## src/rtl/key_defs_pkg.sv

```systemverilog
// Shared definitions for the key debounce filter: FSM encodings and count limits.
// CNT_MAX_50MHZ gives a 20 ms qualify window at 50 MHz; CNT_MAX_SIM keeps simulations short.
package key_defs;

    typedef enum logic [1:0] {
        ST_IDLE      = 2'd0,
        ST_FILTER_DN = 2'd1,
        ST_DOWN      = 2'd2,
        ST_FILTER_UP = 2'd3
    } key_fsm_e;

    localparam int CNT_MAX_50MHZ = 999_999;
    localparam int CNT_MAX_SIM   = 15;

    // Edge of a sampled level given the previous and current sample.
    function automatic logic edge_fall(input logic prev, input logic cur);
        return prev & ~cur;
    endfunction

    function automatic logic edge_rise(input logic prev, input logic cur);
        return ~prev & cur;
    endfunction

endpackage

```

## src/rtl/key_filter_sync_2ff.sv

```systemverilog
// Two-flop synchroniser for asynchronous pin inputs, with a configurable reset level
// so that idle-high and idle-low pins both come out of reset without a spurious edge.
module sync_2ff #(
    parameter int   WIDTH   = 1,
    parameter logic RST_VAL = 1'b1
) (
    input  logic             i_clk,
    input  logic             i_rst,
    input  logic [WIDTH-1:0] i_d,
    output logic [WIDTH-1:0] o_q
);

    logic [WIDTH-1:0] r_s0;
    logic [WIDTH-1:0] r_s1;

    always_ff @(posedge i_clk) begin
        if (i_rst) begin
            r_s0 <= {WIDTH{RST_VAL}};
            r_s1 <= {WIDTH{RST_VAL}};
        end else begin
            r_s0 <= i_d;
            r_s1 <= r_s0;
        end
    end

    assign o_q = r_s1;

endmodule

```

## src/rtl/key_filter.sv

```systemverilog
// Debounces one active-low push-button: a press or release is confirmed only after the
// synchronised level stays put for CNT_MAX+1 cycles; emits a level and a one-cycle flag.
module key_filter
    import key_defs::*;
#(
    parameter int CNT_MAX = CNT_MAX_50MHZ,
    parameter int CNT_W   = 20
) (
    input  logic clk_50mhz,
    input  logic rst,
    input  logic key_in,
    output logic key_flag,
    output logic key_state
);

    localparam logic [CNT_W-1:0] CNT_LAST = CNT_W'(CNT_MAX);
    localparam logic [CNT_W-1:0] CNT_ONE  = CNT_W'(1);

    logic             w_s1;
    logic             w_fall;
    logic             w_rise;
    logic             r_s2;
    key_fsm_e         r_state;
    logic [CNT_W-1:0] r_cnt;
    logic             r_flag;
    logic             r_level;

    sync_2ff #(
        .WIDTH   (1),
        .RST_VAL (1'b1)
    ) u_sync (
        .i_clk (clk_50mhz),
        .i_rst (rst),
        .i_d   (key_in),
        .o_q   (w_s1)
    );

    assign w_fall = edge_fall(r_s2, w_s1);
    assign w_rise = edge_rise(r_s2, w_s1);

    // An opposite edge while filtering always wins over reaching the terminal count.
    always_ff @(posedge clk_50mhz) begin
        if (rst) begin
            r_s2    <= 1'b1;
            r_state <= ST_IDLE;
            r_cnt   <= '0;
            r_flag  <= 1'b0;
            r_level <= 1'b1;
        end else begin
            r_s2   <= w_s1;
            r_flag <= 1'b0;
            case (r_state)
                ST_IDLE: begin
                    r_cnt <= '0;
                    if (w_fall) begin
                        r_state <= ST_FILTER_DN;
                    end
                end
                ST_FILTER_DN: begin
                    if (w_rise) begin
                        r_state <= ST_IDLE;
                        r_cnt   <= '0;
                    end else if (r_cnt == CNT_LAST) begin
                        r_state <= ST_DOWN;
                        r_cnt   <= '0;
                        r_flag  <= 1'b1;
                        r_level <= 1'b0;
                    end else begin
                        r_cnt <= r_cnt + CNT_ONE;
                    end
                end
                ST_DOWN: begin
                    r_cnt <= '0;
                    if (w_rise) begin
                        r_state <= ST_FILTER_UP;
                    end
                end
                ST_FILTER_UP: begin
                    if (w_fall) begin
                        r_state <= ST_DOWN;
                        r_cnt   <= '0;
                    end else if (r_cnt == CNT_LAST) begin
                        r_state <= ST_IDLE;
                        r_cnt   <= '0;
                        r_flag  <= 1'b1;
                        r_level <= 1'b1;
                    end else begin
                        r_cnt <= r_cnt + CNT_ONE;
                    end
                end
                default: begin
                    r_state <= ST_IDLE;
                    r_cnt   <= '0;
                end
            endcase
        end
    end

    assign key_flag  = r_flag;
    assign key_state = r_level;

endmodule
```

## config.mk

```make
export PLATFORM = sky130hd
export DESIGN_NAME = key_filter
export DESIGN_NICKNAME = d
export VERILOG_FILES = /design/src/rtl/key_defs_pkg.sv /design/src/rtl/key_filter_sync_2ff.sv /design/src/rtl/key_filter.sv
export SDC_FILE = /design/constraint.sdc
export NUM_CORES = 1
export LEC_CHECK = 0
export BUFFER_PORTS_ARGS = -buffer_cell sky130_fd_sc_hd__buf_4
export CAP_MARGIN = 30
export CORE_ASPECT_RATIO = 1.5
export CORE_MARGIN = 4
export CORE_UTILIZATION = 25
export CTS_CLUSTER_SIZE = 14
export DETAILED_ROUTE_END_ITERATION = 10
export PLACE_DENSITY = 0.4
export SYNTH_ARGS = -nofsm -noshare
export SYNTH_HDL_FRONTEND = slang
export SYNTH_SLANG_ARGS = --single-unit
```

## constraint.sdc

```tcl
create_clock -name clk_50mhz -period 2 [get_ports clk_50mhz]
set_input_delay 0.2 -clock clk_50mhz [delete_from_list [all_inputs] [get_ports clk_50mhz]]
set_output_delay 0.2 -clock clk_50mhz [all_outputs]
set_load 0.01 [all_outputs]
```

==> results.toml <==
[place]
dp_hpwl_mm = 1.73
io_buffer_count = 4
place_inst = 209
place_congestion = 0.757

[timing]
period_needed_ps = 1900
hold_violations = 0
finalSetupViolCount = 0
tns_ps = 0
slew_viol_final = 0
finalClockSkew_ps = 3.10
max_freq_ghz = 0.525
finalCritPeriodShare_pct = 95.2
rsz0062_at_grt = "no"
tightest_slew_ps = 459
slew_headroom_pct = 68.9

[final_layout]
stdcell_count = 213
area_growth_pct = 18.1
fin_nets = 154
drive_gt1_share_pct = 18.1
fillers = 524
antennaDiodeCount = 0

[floorplanning]
die_area_um2 = 6030
dieHeight_um = 93.1
die_x_um = 64.7
initial_utilization_pct = 26.2
row_count = 30
core_um2 = 4620
num_io_pins = 5

[synthesis]
syn_area_um2 = 1210
ys_seq_elements = 27
synthFlopType = "dfxtp_1"
synth_nets = 143
async_flop_share_pct = 0
ys_types = 34
synthCells = 139
synth_edf_count = 0
avgSynthCellArea_um2 = 8.69
ys_seq_area_share_pct = 44.8
yosys_warnings = 0

[routing]
drt_pre_antenna_iters = 2
avgViaCountPerCell = 4.60
num_vias = 979
routedWlPerCell_um = 11.1
drc = 0
drt_iter0_drc = 14
routed_wl_mm = 2.36
ant_nets = 0

[worst_setup_path]
cp_cell_sequence = "ha_2 > nand3_2 > or4_4 > buf_4 > a2111o_1 > a21oi_1"
worstPathArrival_ps = 2120
path_max_fanout = 6
slowest_stage = "or4_4"
required_ps = 2210
cp_slowest_stage_delay_ps = 540
worstSetupStartpointType = "register"
critPathKind = "reg2reg"
worstSetupEndpointType = "register"

[global_routing]
grt-ovfl-total = 0
grt_pass1_wl_mm = 3.98
grt_pass1_vias = 904
grtUsageTotal_pct = 8.53
grt_max_degree = 21
antenna_found_initial = 0

[run_status]
status = "finished, final reports clean"

[job]
drv_cap = 0

[min_path]
min_path_type = "in2reg"

[power]
max-vdd-ir-drop_mv = 0.243
leakage_nw = 0.414
p_per_area_nw_per_um2 = 616

[clocking]
cts_buffers = 3
post_cts_buffers = 0
cts_resized = 0
clockBufferDepth = 2
cts_tree = "done"
clkTransAtPathRegs_ps = 90
cts_root_buf = "clkbuf_8"
cts.sinks = 27
cts.hold.buffers_added = 0
worstSkewPairLatency_ps = 270
htreeDepth = 1
-- layout by cell type (no fill, tap or decap), types with 2 or more instances in the layout --
master    netlist  final
a21oi_1         6      6
o31ai_1         2      2
or4_4           0      3
nand2b_1        2      2
inv_1           7      7
and4_1          2      2
nor4_1          3      3
a21oi_2         3      3
nor3_1          4      4
nand3_1         6      6
or2_2           3      3
nand4_1         3      3
clkbuf_8        0      3
dfxtp_1        27     26
or3_1           6      6
buf_4           0     10
o21ai_0         7      7
nor2_1         18     18
xnor2_1        11     11
nand2_1         7      7
-- cells by family after synthesis --
logic type                 share of synthesized area (%)
DFF                                                 44.8
buffers and inverters                               4.15
AOI/OAI and AO/OA                                   13.3
and+or+nand+nor                                     28.1
xor gates and xnor gates                            8.70
adders and majority gates                           1.04
-- critical path, delay by kind of cell, from the launching register on --
family                     cells  cell delay [ps]
AOI/OAI and AO/OA              2              500
and+or+nand+nor                2              630
DFF                            1              350
buffers and inverters          1              170
adders and majority gates      1              200
-- cell usage after synthesis, types with 2 or more instances --
cell       n  area, um^2
nand4_1    3        18.8
buf_2      4        20.0
dfxtp_1   27         541
and4_1     2        17.5
xnor2_1   11        96.3
or4_1      3        22.5
nand2b_1   2        12.5
inv_1      7        26.3
or3_1      6        37.5
or2_2      3        18.8
nor3_1     4        20.0
nor2_1    18        67.6
a21oi_1    6        30.0
nand3_1    6        30.0
a21oi_2    3        26.3
nand2_1    7        26.3
o21ai_0    7        35.0
nor4_1     3        18.8
o31ai_1    2        15.0
-- registers in the layout (all words and copies together), names as in the netlist --
| register | count |
|---|---|
| key_flag | 1 |
| r_s2 | 1 |
| u_sync.o_q | 1 |
| key_state | 1 |
| r_state | 2 |
| r_cnt | 20 |
| u_sync.r_s0 | 1 |
-- through the flow --
step | util, % | hold slack (ps) | worst slack [ps] | area (um^2) | power (mW)
final | 30.9 | 111 | 95.6 | 1430 | 0.878
after global routing | 30.9 | 99.9 | 5.64 | 1430 | 0.921
after CTS | 30.4 | 103 | 40.5 | 1400 | 0.897
after detailed placement | 29.4 | 393 | 64.3 | 1360 | 0.580
after global placement | 29.4 | 387 | 77.4 | 1360 | 0.579
after floorplan | - | 269 | 86.4 | 1210 | 0.569
-- metal layers --
layer / global-route usage (%) / vias up / routed length [um]
li1: - / 506 / -
met1: 9.44 / 465 / 1040
met2: 15.1 / 4 / 1250
met3: 1.80 / 4 / 32
met4: 4.23 / 0 / 40
met5: 0 / - / 0
-- cell type report --
type	instances	area (um^2)	share of cell area, %
Tap cell	64	80.1	5.61
Multi-Input combinational cell	100	638	44.7
Sequential cell	27	542	38.0
Clock buffer	4	45.0	3.16
Inverter	7	26.3	1.84
Timing Repair Buffer	11	95.1	6.67
-- power breakdown --
part	total (mW)	internal, mW	switching [mW]
Clock	0.312	0.143	0.169
Combinational	0.0216	0.0108	0.0108
Sequential	0.545	0.541	0.00369
Total	0.878	0.695	0.184
-- final timing paths --
check / cells after the start / slack, ps / from / endpoint
max reg2reg: 6 / 100 / r_cnt[0] / r_state[1]
min reg2reg: 1 / 410 / u_sync.r_s0 / u_sync.o_q
max: 6 / 100 / r_cnt[0] / r_state[1]
min: 2 / 110 / key_in / u_sync.r_s0
Power figures use the tool's default switching activity.
